==> src/rtl/risc_mc_control_if.sv <==
// Memory handshake between the multi-cycle control sequencer and the memory port.
// The sequencer (master) drives the request and address select; memory answers with ready.
interface risc_mc_control_if;
    logic mem_req;
    logic mem_we;
    logic mem_addr_sel;
    logic mem_ready;

    modport master (
        output mem_req,
        output mem_we,
        output mem_addr_sel,
        input  mem_ready
    );

    modport slave (
        input  mem_req,
        input  mem_we,
        input  mem_addr_sel,
        output mem_ready
    );
endinterface

==> src/rtl/risc_mc_control.sv <==
// Multi-cycle control sequencer for the RISC core.
// Walks each instruction through FETCH/DECODE/EXEC/MEM/WB, one datapath phase per cycle,
// stalling on the memory handshake with a bounded wait. Also handles halt/resume,
// the illegal-opcode trap and counting of retired instructions.
module risc_mc_control #(
    parameter int OPCODE_W    = 6,
    parameter int MEM_TIMEOUT = 15,
    parameter int CNT_W       = 16
) (
    input  logic                clk,
    input  logic                rst,
    input  logic [OPCODE_W-1:0] instr_opcode,
    input  logic [3:0]          flags_in,
    input  logic                halt_req,
    input  logic                resume,
    risc_mc_control_if.master   mem_bus,
    output logic                ir_load,
    output logic                pc_write,
    output logic [1:0]          pc_src,
    output logic                link_write,
    output logic                alu_src,
    output logic [1:0]          alu_op,
    output logic                reg_dst,
    output logic                mem_to_reg,
    output logic                reg_write,
    output logic                flags_write,
    output logic [2:0]          state,
    output logic                halted,
    output logic                bus_err,
    output logic [CNT_W-1:0]    instr_retired
);

    typedef enum logic [2:0] {
        S_FETCH  = 3'd0,
        S_DECODE = 3'd1,
        S_EXEC   = 3'd2,
        S_MEM    = 3'd3,
        S_WB     = 3'd4,
        S_HALT   = 3'd5,
        S_ERR    = 3'd6
    } state_t;

    // Wait counter only needs to reach MEM_TIMEOUT-1.
    localparam int TO_W = (MEM_TIMEOUT > 1) ? $clog2(MEM_TIMEOUT) : 1;

    localparam logic [OPCODE_W-1:0] OP_NOP  = OPCODE_W'(6'h00);
    localparam logic [OPCODE_W-1:0] OP_ADD  = OPCODE_W'(6'h01);
    localparam logic [OPCODE_W-1:0] OP_SUB  = OPCODE_W'(6'h02);
    localparam logic [OPCODE_W-1:0] OP_AND  = OPCODE_W'(6'h03);
    localparam logic [OPCODE_W-1:0] OP_OR   = OPCODE_W'(6'h04);
    localparam logic [OPCODE_W-1:0] OP_ADDI = OPCODE_W'(6'h05);
    localparam logic [OPCODE_W-1:0] OP_LD   = OPCODE_W'(6'h06);
    localparam logic [OPCODE_W-1:0] OP_ST   = OPCODE_W'(6'h07);
    localparam logic [OPCODE_W-1:0] OP_BRZ  = OPCODE_W'(6'h08);
    localparam logic [OPCODE_W-1:0] OP_BRN  = OPCODE_W'(6'h09);
    localparam logic [OPCODE_W-1:0] OP_BRC  = OPCODE_W'(6'h0A);
    localparam logic [OPCODE_W-1:0] OP_BRO  = OPCODE_W'(6'h0B);
    localparam logic [OPCODE_W-1:0] OP_BRA  = OPCODE_W'(6'h0C);
    localparam logic [OPCODE_W-1:0] OP_JMP  = OPCODE_W'(6'h0D);
    localparam logic [OPCODE_W-1:0] OP_RET  = OPCODE_W'(6'h0E);
    localparam logic [OPCODE_W-1:0] OP_HLT  = {OPCODE_W{1'b1}};

    // Conditional branches test one flag of {Z,N,C,O}; BRA is unconditional.
    function automatic logic branch_taken(input logic [OPCODE_W-1:0] op, input logic [3:0] fl);
        logic taken;
        case (op)
            OP_BRZ:  taken = fl[3];
            OP_BRN:  taken = fl[2];
            OP_BRC:  taken = fl[1];
            OP_BRO:  taken = fl[0];
            OP_BRA:  taken = 1'b1;
            default: taken = 1'b0;
        endcase
        return taken;
    endfunction

    // ADDI and the memory ops all compute base + immediate.
    function automatic logic [1:0] alu_op_of(input logic [OPCODE_W-1:0] op);
        logic [1:0] code;
        case (op)
            OP_SUB:  code = 2'b01;
            OP_AND:  code = 2'b10;
            OP_OR:   code = 2'b11;
            default: code = 2'b00;
        endcase
        return code;
    endfunction

    state_t             state_r;
    state_t             next_state_s;
    state_t             retire_next_s;
    logic [TO_W-1:0]    wait_cnt_r;
    logic [CNT_W-1:0]   instr_retired_r;
    logic               bus_err_r;
    logic               retire_s;
    logic               waiting_s;
    logic               wait_expired_s;
    logic               ir_load_s;
    logic               pc_write_s;
    logic [1:0]         pc_src_s;
    logic               link_write_s;
    logic               mem_req_s;
    logic               mem_we_s;
    logic               mem_addr_sel_s;
    logic               alu_src_s;
    logic [1:0]         alu_op_s;
    logic               reg_dst_s;
    logic               mem_to_reg_s;
    logic               reg_write_s;
    logic               flags_write_s;

    // Next-state, retire and phase strobes from the current state, opcode, flags and ready.
    always_comb begin
        next_state_s   = state_r;
        retire_s       = 1'b0;
        ir_load_s      = 1'b0;
        pc_write_s     = 1'b0;
        pc_src_s       = 2'b00;
        link_write_s   = 1'b0;
        mem_req_s      = 1'b0;
        mem_we_s       = 1'b0;
        mem_addr_sel_s = 1'b0;
        alu_src_s      = 1'b0;
        alu_op_s       = 2'b00;
        reg_dst_s      = 1'b0;
        mem_to_reg_s   = 1'b0;
        reg_write_s    = 1'b0;
        flags_write_s  = 1'b0;
        wait_expired_s = (wait_cnt_r == TO_W'(MEM_TIMEOUT - 1));
        // A pending halt request diverts the instruction boundary into HALT.
        retire_next_s  = halt_req ? S_HALT : S_FETCH;

        case (state_r)
            S_FETCH: begin
                mem_req_s = 1'b1;
                if (mem_bus.mem_ready) begin
                    ir_load_s    = 1'b1;
                    pc_write_s   = 1'b1;
                    next_state_s = S_DECODE;
                end else if (wait_expired_s) begin
                    next_state_s = S_ERR;
                end else begin
                    next_state_s = S_FETCH;
                end
            end
            S_DECODE: begin
                case (instr_opcode)
                    OP_NOP: begin
                        retire_s     = 1'b1;
                        next_state_s = retire_next_s;
                    end
                    OP_BRZ, OP_BRN, OP_BRC, OP_BRO, OP_BRA: begin
                        pc_write_s   = branch_taken(instr_opcode, flags_in);
                        pc_src_s     = 2'b01;
                        retire_s     = 1'b1;
                        next_state_s = retire_next_s;
                    end
                    OP_JMP: begin
                        pc_write_s   = 1'b1;
                        pc_src_s     = 2'b10;
                        link_write_s = 1'b1;
                        retire_s     = 1'b1;
                        next_state_s = retire_next_s;
                    end
                    OP_RET: begin
                        pc_write_s   = 1'b1;
                        pc_src_s     = 2'b11;
                        retire_s     = 1'b1;
                        next_state_s = retire_next_s;
                    end
                    OP_HLT:                                          next_state_s = S_HALT;
                    OP_ADD, OP_SUB, OP_AND, OP_OR, OP_ADDI, OP_LD, OP_ST: next_state_s = S_EXEC;
                    default:                                         next_state_s = S_ERR;
                endcase
            end
            S_EXEC: begin
                alu_src_s = (instr_opcode == OP_ADDI) || (instr_opcode == OP_LD) || (instr_opcode == OP_ST);
                alu_op_s  = alu_op_of(instr_opcode);
                case (instr_opcode)
                    OP_ADD, OP_SUB, OP_AND, OP_OR, OP_ADDI: begin
                        flags_write_s = 1'b1;
                        next_state_s  = S_WB;
                    end
                    OP_LD, OP_ST: next_state_s = S_MEM;
                    default:      next_state_s = S_ERR;
                endcase
            end
            S_MEM: begin
                mem_req_s      = 1'b1;
                mem_addr_sel_s = 1'b1;
                mem_we_s       = (instr_opcode == OP_ST);
                if (mem_bus.mem_ready) begin
                    if (instr_opcode == OP_ST) begin
                        retire_s     = 1'b1;
                        next_state_s = retire_next_s;
                    end else begin
                        next_state_s = S_WB;
                    end
                end else if (wait_expired_s) begin
                    next_state_s = S_ERR;
                end else begin
                    next_state_s = S_MEM;
                end
            end
            S_WB: begin
                reg_write_s  = 1'b1;
                mem_to_reg_s = (instr_opcode == OP_LD);
                reg_dst_s    = (instr_opcode == OP_ADD) || (instr_opcode == OP_SUB) ||
                               (instr_opcode == OP_AND) || (instr_opcode == OP_OR);
                retire_s     = 1'b1;
                next_state_s = retire_next_s;
            end
            S_HALT: begin
                if (resume) begin
                    next_state_s = S_FETCH;
                end else begin
                    next_state_s = S_HALT;
                end
            end
            S_ERR:   next_state_s = S_ERR;
            default: next_state_s = S_ERR;
        endcase

        // The wait counter advances only while a memory phase keeps stalling.
        waiting_s = ((state_r == S_FETCH) || (state_r == S_MEM)) &&
                    !mem_bus.mem_ready && (next_state_s == state_r);
    end

    // State, stall counter, retired-instruction counter and sticky error flag.
    always_ff @(posedge clk) begin
        if (rst) begin
            state_r         <= S_FETCH;
            wait_cnt_r      <= {TO_W{1'b0}};
            instr_retired_r <= {CNT_W{1'b0}};
            bus_err_r       <= 1'b0;
        end else begin
            state_r    <= next_state_s;
            wait_cnt_r <= waiting_s ? (wait_cnt_r + TO_W'(1)) : {TO_W{1'b0}};
            if (retire_s) begin
                instr_retired_r <= instr_retired_r + CNT_W'(1);
            end
            if (next_state_s == S_ERR) begin
                bus_err_r <= 1'b1;
            end
        end
    end

    // Strobes drop in the same cycle rst rises, abandoning any access in flight.
    assign ir_load              = ir_load_s      & ~rst;
    assign pc_write             = pc_write_s     & ~rst;
    assign pc_src               = pc_src_s       & {2{~rst}};
    assign link_write           = link_write_s   & ~rst;
    assign mem_bus.mem_req      = mem_req_s      & ~rst;
    assign mem_bus.mem_we       = mem_we_s       & ~rst;
    assign mem_bus.mem_addr_sel = mem_addr_sel_s & ~rst;
    assign alu_src              = alu_src_s      & ~rst;
    assign alu_op               = alu_op_s       & {2{~rst}};
    assign reg_dst              = reg_dst_s      & ~rst;
    assign mem_to_reg           = mem_to_reg_s   & ~rst;
    assign reg_write            = reg_write_s    & ~rst;
    assign flags_write          = flags_write_s  & ~rst;

    assign state         = state_r;
    assign halted        = (state_r == S_HALT);
    assign bus_err       = bus_err_r;
    assign instr_retired = instr_retired_r;

endmodule
==> src/flat_wrapper.sv <==
// flat-port wrapper written by rule: the top's interface ports become plain ports
module risc_mc_control_flat 
#(
    parameter int OPCODE_W    = 6,
    parameter int MEM_TIMEOUT = 15,
    parameter int CNT_W       = 16
)
  (clk, rst, instr_opcode, flags_in, halt_req, resume, ir_load, pc_write, pc_src, link_write, alu_src, alu_op, reg_dst, mem_to_reg, reg_write, flags_write, state, halted, bus_err, instr_retired, mem_bus_mem_req, mem_bus_mem_we, mem_bus_mem_addr_sel, mem_bus_mem_ready);
  risc_mc_control_if mem_bus_i ();
  input  logic clk;
  input  logic rst;
  input  logic [OPCODE_W-1:0] instr_opcode;
  input  logic [3:0] flags_in;
  input  logic halt_req;
  input  logic resume;
  output logic ir_load;
  output logic pc_write;
  output logic [1:0] pc_src;
  output logic link_write;
  output logic alu_src;
  output logic [1:0] alu_op;
  output logic reg_dst;
  output logic mem_to_reg;
  output logic reg_write;
  output logic flags_write;
  output logic [2:0] state;
  output logic halted;
  output logic bus_err;
  output logic [CNT_W-1:0] instr_retired;
  output wire logic [$bits(mem_bus_i.mem_req)-1:0] mem_bus_mem_req;
  output wire logic [$bits(mem_bus_i.mem_we)-1:0] mem_bus_mem_we;
  output wire logic [$bits(mem_bus_i.mem_addr_sel)-1:0] mem_bus_mem_addr_sel;
  input wire logic [$bits(mem_bus_i.mem_ready)-1:0] mem_bus_mem_ready;
  assign mem_bus_mem_req = mem_bus_i.mem_req;
  assign mem_bus_mem_we = mem_bus_i.mem_we;
  assign mem_bus_mem_addr_sel = mem_bus_i.mem_addr_sel;
  assign mem_bus_i.mem_ready = mem_bus_mem_ready;
  risc_mc_control #(.OPCODE_W(OPCODE_W), .MEM_TIMEOUT(MEM_TIMEOUT), .CNT_W(CNT_W)) u_core (.clk(clk), .rst(rst), .instr_opcode(instr_opcode), .flags_in(flags_in), .halt_req(halt_req), .resume(resume), .mem_bus(mem_bus_i), .ir_load(ir_load), .pc_write(pc_write), .pc_src(pc_src), .link_write(link_write), .alu_src(alu_src), .alu_op(alu_op), .reg_dst(reg_dst), .mem_to_reg(mem_to_reg), .reg_write(reg_write), .flags_write(flags_write), .state(state), .halted(halted), .bus_err(bus_err), .instr_retired(instr_retired));
endmodule
==> config.mk <==
export PLATFORM = sky130hd
export DESIGN_NAME = risc_mc_control_flat
export DESIGN_NICKNAME = d
export VERILOG_FILES = /design/src/rtl/risc_mc_control_if.sv /design/src/rtl/risc_mc_control.sv /design/src/flat_wrapper.sv
export SDC_FILE = /design/constraint.sdc
export NUM_CORES = 1
export LEC_CHECK = 0
export CAP_MARGIN = 20
export CORE_AREA = 2 2 62 64
export DETAILED_ROUTE_END_ITERATION = 10
export DIE_AREA = 0 0 64 66
export PLACE_DENSITY_LB_ADDON = 0.25
export SLEW_MARGIN = 10
export SYNTH_ARGS = -nofsm -noshare
export SYNTH_HDL_FRONTEND = slang
export SYNTH_SLANG_ARGS = --single-unit
==> constraint.sdc <==
create_clock -name clk -period 6.2 [get_ports clk]
set_input_delay 1.24 -clock clk [delete_from_list [all_inputs] [get_ports clk]]
set_output_delay 1.24 -clock clk [all_outputs]
set_load 0.005 [all_outputs]
==> results of run 1 <==
cell type report:
class                           count  area (um^2)  share of cell area, %
Clock buffer                        4         36.3                   1.60
Inverter                           10         37.5                   1.66
Multi-Input combinational cell    178         1140                   50.5
Sequential cell                    24          480                   21.2
Tap cell                           48         60.1                   2.65
Timing Repair Buffer               51          508                   22.4
layer usage:
| metal | GRT usage [%] | wire (um) |
|---|---|---|
| met3 | 3.41 | 242 |
| met2 | 36.6 | 2110 |
| met5 | 0 | 0 |
| met4 | 9.78 | 131 |
| met1 | 26.2 | 2040 |
kinds of logic after synthesis:
logic type      Yosys count  synth area share, %
compound gates           55                 22.9
xor+xnor                  5                 2.52
fa+ha+maj                 3                 2.16
buf+inv                  26                 6.69
flops                    24                 27.6
mux                       9                 6.47
simple gates            106                 31.6
stage by stage:
stage                     hold WS [ns]  worst slack (ns)
after global routing             0.533              1.59
after CTS                        0.508              1.71
after floorplan                  0.450              2.83
after global placement           0.470              1.74
after detailed placement         0.493              1.71
final                            0.503              1.70
flip-flops by register name, summed over array words and instances (netlist names):
name and count:
u_core.wait_cnt_r 4, u_core.instr_retired 16, u_core.bus_err 1, u_core.state 3
cells in the mapped netlist, types with 2 or more instances:
| master | instances | area share (%) |
|---|---|---|
| a311o_1 | 2 | 1.2 |
| buf_2 | 3 | 0.86 |
| o31ai_1 | 2 | 0.86 |
| nor4_1 | 2 | 0.72 |
| a211o_1 | 2 | 1.0 |
| nor2b_1 | 10 | 3.6 |
| nor2_1 | 24 | 5.2 |
| a32oi_1 | 2 | 1.0 |
| buf_6 | 2 | 1.3 |
| nor3_1 | 14 | 4.0 |
| o41ai_1 | 4 | 2.0 |
| or2_2 | 3 | 1.1 |
| xor2_1 | 3 | 1.5 |
| and3_1 | 5 | 1.8 |
| inv_1 | 10 | 2.2 |
| and2_1 | 3 | 1.1 |
| dfxtp_1 | 24 | 28 |
| nand3_1 | 10 | 2.9 |
| o21ai_0 | 7 | 2.0 |
| a21oi_1 | 15 | 4.3 |
| a211oi_1 | 2 | 0.86 |
| or3_1 | 2 | 0.72 |
| nand4_1 | 8 | 2.9 |
| clkbuf_1 | 10 | 2.2 |
| xnor2_1 | 2 | 1.0 |
| ha_1 | 3 | 2.2 |
| o2111ai_1 | 3 | 1.5 |
| nand2b_1 | 2 | 0.72 |
| nand2_1 | 15 | 3.2 |
| mux2_2 | 8 | 5.2 |
| o21bai_1 | 2 | 0.86 |
power by group:
| group | total (mW) | switching [mW] | leakage (nW) | internal (mW) |
|---|---|---|---|---|
| Clock | 0.0811 | 0.0452 | 0.0210 | 0.0359 |
| Sequential | 0.198 | 0.0318 | 0.194 | 0.166 |
| Combinational | 0.172 | 0.0880 | 0.551 | 0.0840 |
worst max-delay path, cell delays in order:
cell and delay (ns):
clkdlybuf4s50_1 0.77, mux4_2 0.56, o21ai_0 0.17, o21bai_1 0.08
clkdlybuf4s50_1 0.44
how the worst max path moves through the flow:
stage | startpoint | to | slack, ns | depth (start not counted)
5_1_grt | instr_opcode[0] | pc_write | 1.59 | 5
3_3_place_gp | instr_opcode[0] | pc_write | 1.74 | 5
3_5_place_dp | instr_opcode[0] | pc_write | 1.71 | 5
6_report | instr_opcode[0] | pc_write | 1.70 | 5
4_1_cts | instr_opcode[0] | pc_write | 1.71 | 5
2_1_floorplan | instr_opcode[0] | pc_write | 2.83 | 4
==> run metrics, run 1 <==
Unique masters post-synth=55; Peak VDD IR=~0.00011 V; Mapped Area=around 0.0017 mm^2; clock-pin slew on the worst setup and hold paths=~0.12 ns; clk_lat worst skew=a little over 0.3 ns; post-CTS sizing=0; DRC viols=0; DP Area=between 0.002 and 0.0025 mm^2; antenna-violating nets left=0; measured slew at the worst slew-check pin=between 0.6 and 0.7 ns; Die X=~64 um; largest net degree at the start of global routing=33; max-cap check violation count=0; worst r2r src=u_core.state[0]$_SDFF_PP0_; post-synthesis instance total=about 230; Worst Hold Depth=1; CP endpoint kind=output port; # placed instances=around 310; P per Cell Area=199 mW/mm^2; Hold-fix buffers, CTS=0; Setup CP Type=in -> out; Layout Nets=286; Starting Density=between 40% and 50%; HP Start=u_core.wait_cnt_r[0]$_SDFF_PP0_; hold path endpoint=u_core.wait_cnt_r[0]$_SDFF_PP0_; Iter 0 DRT Violations=approximately 140; RSZ-0062 raised after global routing=false; f_max=around 220 MHz; worst min-delay path class=reg -> reg; Slew HR=between 50% and 60%; mean area per synthesized cell=roughly 7.6 um^2; cell leakage power=around 0.77 nW; max-slew violation count=0; ANT cells=0; Tmin final=between 4 and 5 ns; CTS Sinks=24; Synth Register Bits=24; Final Non-Filler Cells=315; worst r2r path cells=5; Synth Flop Type=dfxtp_1; port buffer count=50; worst endpoint required time=between 4 and 5 ns; die height=66 um; Final Cycle Share=approximately 73%; worst reg2reg endpoint=u_core.instr_retired[9]$_SDFFE_PP0P_; vias after detailed routing=approximately 1.9k; part of the Yosys area used for sequential elements=around 28%; antenna violations before repair=0; Net Count, Synth=~250; cts bufs inserted=3; WL final=roughly 4500 um; critical path arrival=3.26 ns; Final Hold Fails=0; vias in the first global route=roughly 1.7k; number of synthesized flops with an enable pin=0; share of layout cells above drive strength 1=approximately 7.5%; leading cell type in the layout, fill and taps excluded=clkdlybuf4s50_1; number of I/O pins=51; WL/cell=about 14 um; die area=between 0.004 and 0.005 mm^2; Routability Congestion=between 0.9 and 1; final instance area=between 0.002 and 0.0025 mm^2; Post-synth ARST share=0%; std cell rows=22; first-pass GRT wire length=approximately 7300 um; post-route total power=0.451 mW; CTS root buf=clkbuf_4; Syn-to-layout area delta=30.2%; H-tree depth=1; commonest non-fill, non-tap cells in the layout=clkdlybuf4s50_1 (50), nor2_1 (24), dfxtp_1 (24); GRT Total Usage=a little over a fifth; grt ovf=0; Longest Clk Path Bufs=2; Setup Fix Bufs, Post-CTS=0; Setup crit start kind=primary input; status=complete, no violations; Post-DP HPWL=between 3000 and 4000 um; Setup Viol. Count Final=0; R2R Setup Slk=approximately 3.8 ns; setup TNS=0 ns; filler instances=337; Core Region=0.00355 mm^2; Clock Skew=slightly below 0.008 ns; worst-path fanout max=13; Util after Layout=a little under two thirds; DR vias/cell=~5.9; CTS tree=yes; Initial DRT Pass Iterations=4; Yosys warnings=0
Power figures use the tool's default switching activity.
==> run 2, diff against run 1 <==
--- a/config.mk
+++ b/config.mk
@@ -6,9 +6,9 @@
 export NUM_CORES = 1
 export LEC_CHECK = 0
 export CAP_MARGIN = 20
-export CORE_AREA = 2 2 62 64
+export CORE_AREA = 2 2 64 66
 export DETAILED_ROUTE_END_ITERATION = 10
-export DIE_AREA = 0 0 64 66
+export DIE_AREA = 0 0 66 68
 export PLACE_DENSITY_LB_ADDON = 0.25
 export SLEW_MARGIN = 10
 export SYNTH_ARGS = -nofsm -noshare
==> constraint.sdc (replaced) <==
create_clock -name clk -period 4.59 [get_ports clk]
set_input_delay 0.918 -clock clk [delete_from_list [all_inputs] [get_ports clk]]
set_output_delay 0.918 -clock clk [all_outputs]
set_load 0.005 [all_outputs]
==> run 2 against run 1 <==
Flip-flop and latch count unchanged. Highest routed layer unchanged. Critical path type unchanged. Via count is 1.6% lower. Global-route usage shrank 0.25 points. Critical endpoint unchanged.
==> run metrics, run 2 (same netlist as run 1, synthesis figures left out) <==
status=complete, no violations; Layout Nets=287 (+0.35%); post-CTS sizing=0 (unchanged); share of layout cells above drive strength 1=7.84% (+0.35 points); Peak VDD IR=0.000194 V (+77%); Slew HR=58.9% (+2.8 points); worst r2r path cells=5 (unchanged); grt ovf=0 (unchanged); measured slew at the worst slew-check pin=0.615 ns (-0.0427 ns); max FFs per register=16 (unchanged); slowest stage cell, crit path=clkdlybuf4s50_1; clock-pin slew on the worst setup and hold paths=0.09 ns (-0.03 ns); largest net degree at the start of global routing=22 (-33%); Longest Clk Path Bufs=2 (unchanged); CP endpoint kind=output port; WL/cell=14.4 um (about the same); RSZ-0062 raised after global routing=false; H-tree depth=1 (unchanged); Crit path largest cell delay=0.75 ns (-0.02 ns); Core Region=0.00386 mm^2 (+8.6%); cts bufs inserted=3 (unchanged); CP dominant cell by count=clkdlybuf4s50_1; vias in the first global route=1645 (-1.0%); Final Cycle Share=83.5%; setup TNS=0 ns (unchanged); max-slew violation count=0 (unchanged); die height=68 um (+3.0%); P per Cell Area=296 mW/mm^2 (+49%); worst-path fanout max=13 (unchanged); worst slack, placed=0.752 ns (-0.957 ns); worst endpoint required time=3.67 ns (-1.29 ns); Clock Skew=0.0120 ns (+0.00417 ns); number of I/O pins=51 (unchanged); antenna-violating nets left=0 (unchanged); Setup CP Type=in -> out; port buffer count=50 (unchanged); minimum hold slack=0.487 ns (-0.0160 ns); max-cap check violation count=0 (unchanged); filler instances=391 (+16%); ANT cells=0 (unchanged); cell family with most CP delay=buffers and inverters; Setup Viol. Count Final=0 (unchanged); leading cell type in the layout, fill and taps excluded=clkdlybuf4s50_1; CTS tree=yes; CTS root buf=clkbuf_8; Final Non-Filler Cells=318 (+0.95%); Setup crit start kind=primary input; Die X=66 um (+3.1%); Iter 0 DRT Violations=172 (+26%); Final Hold Fails=0 (unchanged); Syn-to-layout area delta=32.8%; setup ws final=0.759 ns (-0.943 ns); Worst Hold Depth=1 (unchanged); Setup Fix Bufs, Post-CTS=0 (unchanged); std cell rows=23 (+4.5%); CTS Sinks=24 (unchanged); Tmin final=between 3 and 4 ns; first-pass GRT wire length=7390 um (+0.75%); DRC viols=0 (unchanged); commonest non-fill, non-tap cells in the layout=clkdlybuf4s50_1 (50), nor2_1 (24), dfxtp_1 (24); f_max=261 MHz; Hold-fix buffers, CTS=0 (unchanged); Post-DP HPWL=3440 um (+2.2%); Util after Layout=59.9% (-3.9 points); Starting Density=45.1% (-3.9 points); GRT Total Usage=21.1% (-0.25 points); Critical Path Stages=5 (unchanged); critical path arrival=2.91 ns (-0.35 ns); WL final=4570 um (+1.0%); antenna violations before repair=0 (unchanged); vias after detailed routing=1843 (-1.6%); Sequential Area=480 um^2 (unchanged); worst min-delay path class=reg -> reg; cell leakage power=0.786 nW (+2.6%); # placed instances=314 (+0.96%); CP bufs+invs=2 (unchanged); Initial DRT Pass Iterations=4 (unchanged); clk_lat worst skew=0.27 ns (-0.04 ns); die area=0.00449 mm^2 (+6.3%); Multi-input gate area=0.00114 mm^2 (unchanged); Routability Congestion=0.825 (-10%); crit-path cells=clkdlybuf4s50_1, mux4_2, o21ai_0, o21bai_1, clkdlybuf4s50_1; DR vias/cell=5.80 (-2.5%)
[run 2: per-stage QoR]
step / power, mW / instance area, um^2
2_1_floorplan: 0.419 / 1740
3_3_place_gp: 0.502 / 2240
3_5_place_dp: 0.501 / 2240
4_1_cts: 0.688 / 2310
5_1_grt: 0.731 / 2310
6_report: 0.684 / 2310
[run 2: path summary, 6_finish.rpt]
check / from / end / slack (ns)
worst max-delay path: instr_opcode[0] / pc_write / 0.76
worst min-delay path: u_core.bus_err$_SDFFE_PP0N_ / u_core.bus_err$_SDFFE_PP0N_ / 0.49
worst max register to register: u_core.state[0]$_SDFF_PP0_ / u_core.instr_retired[15]$_SDFFE_PP0P_ / 2.15
worst min register to register: u_core.bus_err$_SDFFE_PP0N_ / u_core.bus_err$_SDFFE_PP0N_ / 0.49
[run 2: layer usage]
layer / part of all wire, % / GRT usage [%]
met5: 0 / 0
met4: 1.1 / 9.18
met3: 3.8 / 3.78
met2: 50 / 35.6
met1: 45 / 26.5
[run 2: final cells by class]
type                            count  area share, %
Clock buffer                        3           1.79
Clock inverter                      1           1.30
Inverter                           10           1.62
Multi-Input combinational cell    178           49.5
Sequential cell                    24           20.8
Tap cell                           50           2.71
Timing Repair Buffer               52           22.3
[run 2: power breakdown]
| part | switching (mW) | internal, mW | leakage (nW) | total (mW) |
|---|---|---|---|---|
| logic | 0.118 | 0.114 | 0.557 | 0.232 |
| registers | 0.0413 | 0.224 | 0.194 | 0.266 |
| clock network | 0.0702 | 0.117 | 0.0357 | 0.187 |
| total | 0.230 | 0.455 | 0.786 | 0.684 |
==> run 3, diff against run 2 <==
--- a/config.mk
+++ b/config.mk
@@ -6,9 +6,9 @@
 export NUM_CORES = 1
 export LEC_CHECK = 0
 export CAP_MARGIN = 20
-export CORE_AREA = 2 2 64 66
+export CORE_AREA = 2 2 67 69
 export DETAILED_ROUTE_END_ITERATION = 10
-export DIE_AREA = 0 0 66 68
+export DIE_AREA = 0 0 69 71
 export PLACE_DENSITY_LB_ADDON = 0.25
 export SLEW_MARGIN = 10
 export SYNTH_ARGS = -nofsm -noshare
==> constraint.sdc (replaced) <==
create_clock -name clk -period 3.5 [get_ports clk]
set_input_delay 0.7 -clock clk [delete_from_list [all_inputs] [get_ports clk]]
set_output_delay 0.7 -clock clk [all_outputs]
set_load 0.005 [all_outputs]
==> run 3 against run 2 <==
First-iteration DRC count shrank 41%. Largest cell class unchanged. Register-to-register slack lost 1.1 ns. Die area grew 9.2%. Non-clock buffer count grew 4.
==> run metrics, run 3 (same netlist as run 1, synthesis figures left out) <==
vias in the first global route=1776 (+8.0%); Peak VDD IR=0.000174 V (-11%); WL/cell=14.9 um (+3.6%); share of layout cells above drive strength 1=9.19% (+1.4 points); measured slew at the worst slew-check pin=0.646 ns (+0.0312 ns); Starting Density=41.4% (-3.7 points); wl on met1=2200 um (+7.6%); cell internal pwr=0.547 mW (+20%); H-tree depth=1 (unchanged); CTS Sinks=24 (unchanged); WL met3=288 um (+66%); number of I/O pins=51 (unchanged); critical path arrival=2.59 ns (-0.32 ns); CTS root buf=clkbuf_8; CP Launch Point=instr_opcode[3]; worst r2r path cells=5 (unchanged); status=complete, no violations; post-CTS sizing=0 (unchanged); clk_lat worst skew=0.27 ns (about the same); Hold-fix buffers, CTS=0 (unchanged); end point of the critical path=mem_bus_mem_we; filler instances=400 (+2.3%); WL final=4820 um (+5.5%); P per Cell Area=367 mW/mm^2 (+24%); CTS tree=yes; largest net degree at the start of global routing=26 (+18%); Gate power share=36.4% (+2.5 points); Setup Viol. Count Final=0 (unchanged); DR vias/cell=5.73 (-1.1%); worst-path fanout max=7 (-6); Core Region=0.00420 mm^2 (+9.0%); port buffer count=50 (unchanged); commonest non-fill, non-tap cells in the layout=clkdlybuf4s50_1 (50), nor2_1 (24), dfxtp_1 (24); GRT Total Usage=20.0% (-1.1 points); worst min-delay path class=reg -> reg; Final Hold Fails=0 (unchanged); Longest Clk Path Bufs=2 (unchanged); Clock Skew=0.00810 ns (-0.00392 ns); die height=71 um (+4.4%); first-pass GRT wire length=8220 um (+11%); switching fraction of total power=35.9% (+2.3 points); die area=0.00490 mm^2 (+9.2%); worst reg2reg endpoint=u_core.instr_retired[11]$_SDFFE_PP0P_; Syn-to-layout area delta=33.7%; Post-DP HPWL=3580 um (+4.1%); Flop pwr share=40.9% (+2.1 points); met2 wire len=2280 um (-0.78%); antenna violations before repair=0 (unchanged); Iter 0 DRT Violations=101 (-41%); Tmin final=~3.3 ns; max-slew violation count=0 (unchanged); Setup Fix Bufs, Post-CTS=0 (unchanged); DRC viols=0 (unchanged); ANT cells=0 (unchanged); worst endpoint required time=2.80 ns (-0.87 ns); clock-pin slew on the worst setup and hold paths=0.08 ns (about the same); vias after detailed routing=1857 (+0.76%); setup TNS=0 ns (unchanged); max FFs per register=16 (unchanged); worst r2r src=u_core.state[0]$_SDFF_PP0_; grt ovf=0 (unchanged); antenna-violating nets left=0 (unchanged); R2R Setup Slk=1.08 ns (-1.07 ns); Initial DRT Pass Iterations=4 (unchanged); minimum hold slack=0.493 ns (+0.00667 ns); Setup crit start kind=primary input; Setup CP Type=in -> out; Clk pwr share=22.7% (-4.6 points); net switching power=0.306 mW (+33%); std cell rows=24 (+4.3%); Routability Congestion=0.876 (+6.2%); f_max=between 300 and 400 MHz; RSZ-0062 raised after global routing=false; max-cap check violation count=0 (unchanged); Die X=69 um (+4.5%); leading cell type in the layout, fill and taps excluded=clkdlybuf4s50_1; uppermost layer routed=met4; CP endpoint kind=output port; Layout Nets=291 (+1.4%); Final Cycle Share=between 90 and 100%; Slew HR=56.9% (-2.1 points); cts bufs inserted=3 (unchanged); cell leakage power=0.799 nW (+1.6%)
-- run 3: cell types whose count changed in the layout (fill, tap and decap cells not counted) --
cell       change
clkbuf_8       +1
bufinv_16      -1
buf_4          +4
-- run 3: cell type report --
cell class                 instances  area (um^2)  share of cell area (%)
clock buffer                       4         55.1                    2.37
inverter                          10         37.5                    1.61
multi-input combinational        178         1140                    49.1
sequential                        24          480                    20.6
tap                               52         65.1                    2.80
timing repair buffer              56          546                    23.4
-- run 3: per-layer routing --
metal / vias to the layer above / track usage (%)
li1: 941 / -
met5: - / 0
met3: 4 / 2.56
met1: 847 / 26.0
met4: 0 / 8.06
met2: 65 / 33.5
-- run 3: power by group through the flow --
stage / Sequential (mW) / Clock, mW / Combinational [mW]
floorplan: 0.317 / 0 / 0.232
global placement: 0.355 / 0 / 0.310
detailed placement: 0.355 / 0 / 0.310
CTS: 0.348 / 0.195 / 0.311
global route: 0.357 / 0.207 / 0.344
finish: 0.349 / 0.194 / 0.311
-- run 3: worst min-delay path by stage --
stage | from | cells after the start | endpoint
2_1_floorplan | u_core.wait_cnt_r[0]$_SDFF_PP0_ | 1 | u_core.wait_cnt_r[0]$_SDFF_PP0_
3_3_place_gp | u_core.wait_cnt_r[0]$_SDFF_PP0_ | 1 | u_core.wait_cnt_r[0]$_SDFF_PP0_
3_5_place_dp | u_core.wait_cnt_r[0]$_SDFF_PP0_ | 1 | u_core.wait_cnt_r[0]$_SDFF_PP0_
4_1_cts | u_core.wait_cnt_r[0]$_SDFF_PP0_ | 1 | u_core.wait_cnt_r[0]$_SDFF_PP0_
5_1_grt | u_core.wait_cnt_r[0]$_SDFF_PP0_ | 1 | u_core.wait_cnt_r[0]$_SDFF_PP0_
6_report | u_core.wait_cnt_r[0]$_SDFF_PP0_ | 1 | u_core.wait_cnt_r[0]$_SDFF_PP0_
-- run 3: stage by stage --
stage	cells	cell area (um^2)	power, mW	util [%]	setup WS [ns]
after global routing	324	2330	0.909	55.4	0.111
after global placement	320	2270	0.665	54.0	0.191
after floorplan	228	1740	0.549	-	1.13
after CTS	324	2330	0.855	55.4	0.185
final	324	2330	0.853	55.4	0.214
after detailed placement	320	2270	0.665	54.0	0.195
-- run 3: worst max-delay path, cell delays in order --
cell             delay, ns
clkdlybuf4s50_1       0.48
or3_1                 0.53
nor4_1                0.32
clkdlybuf4s50_1       0.55
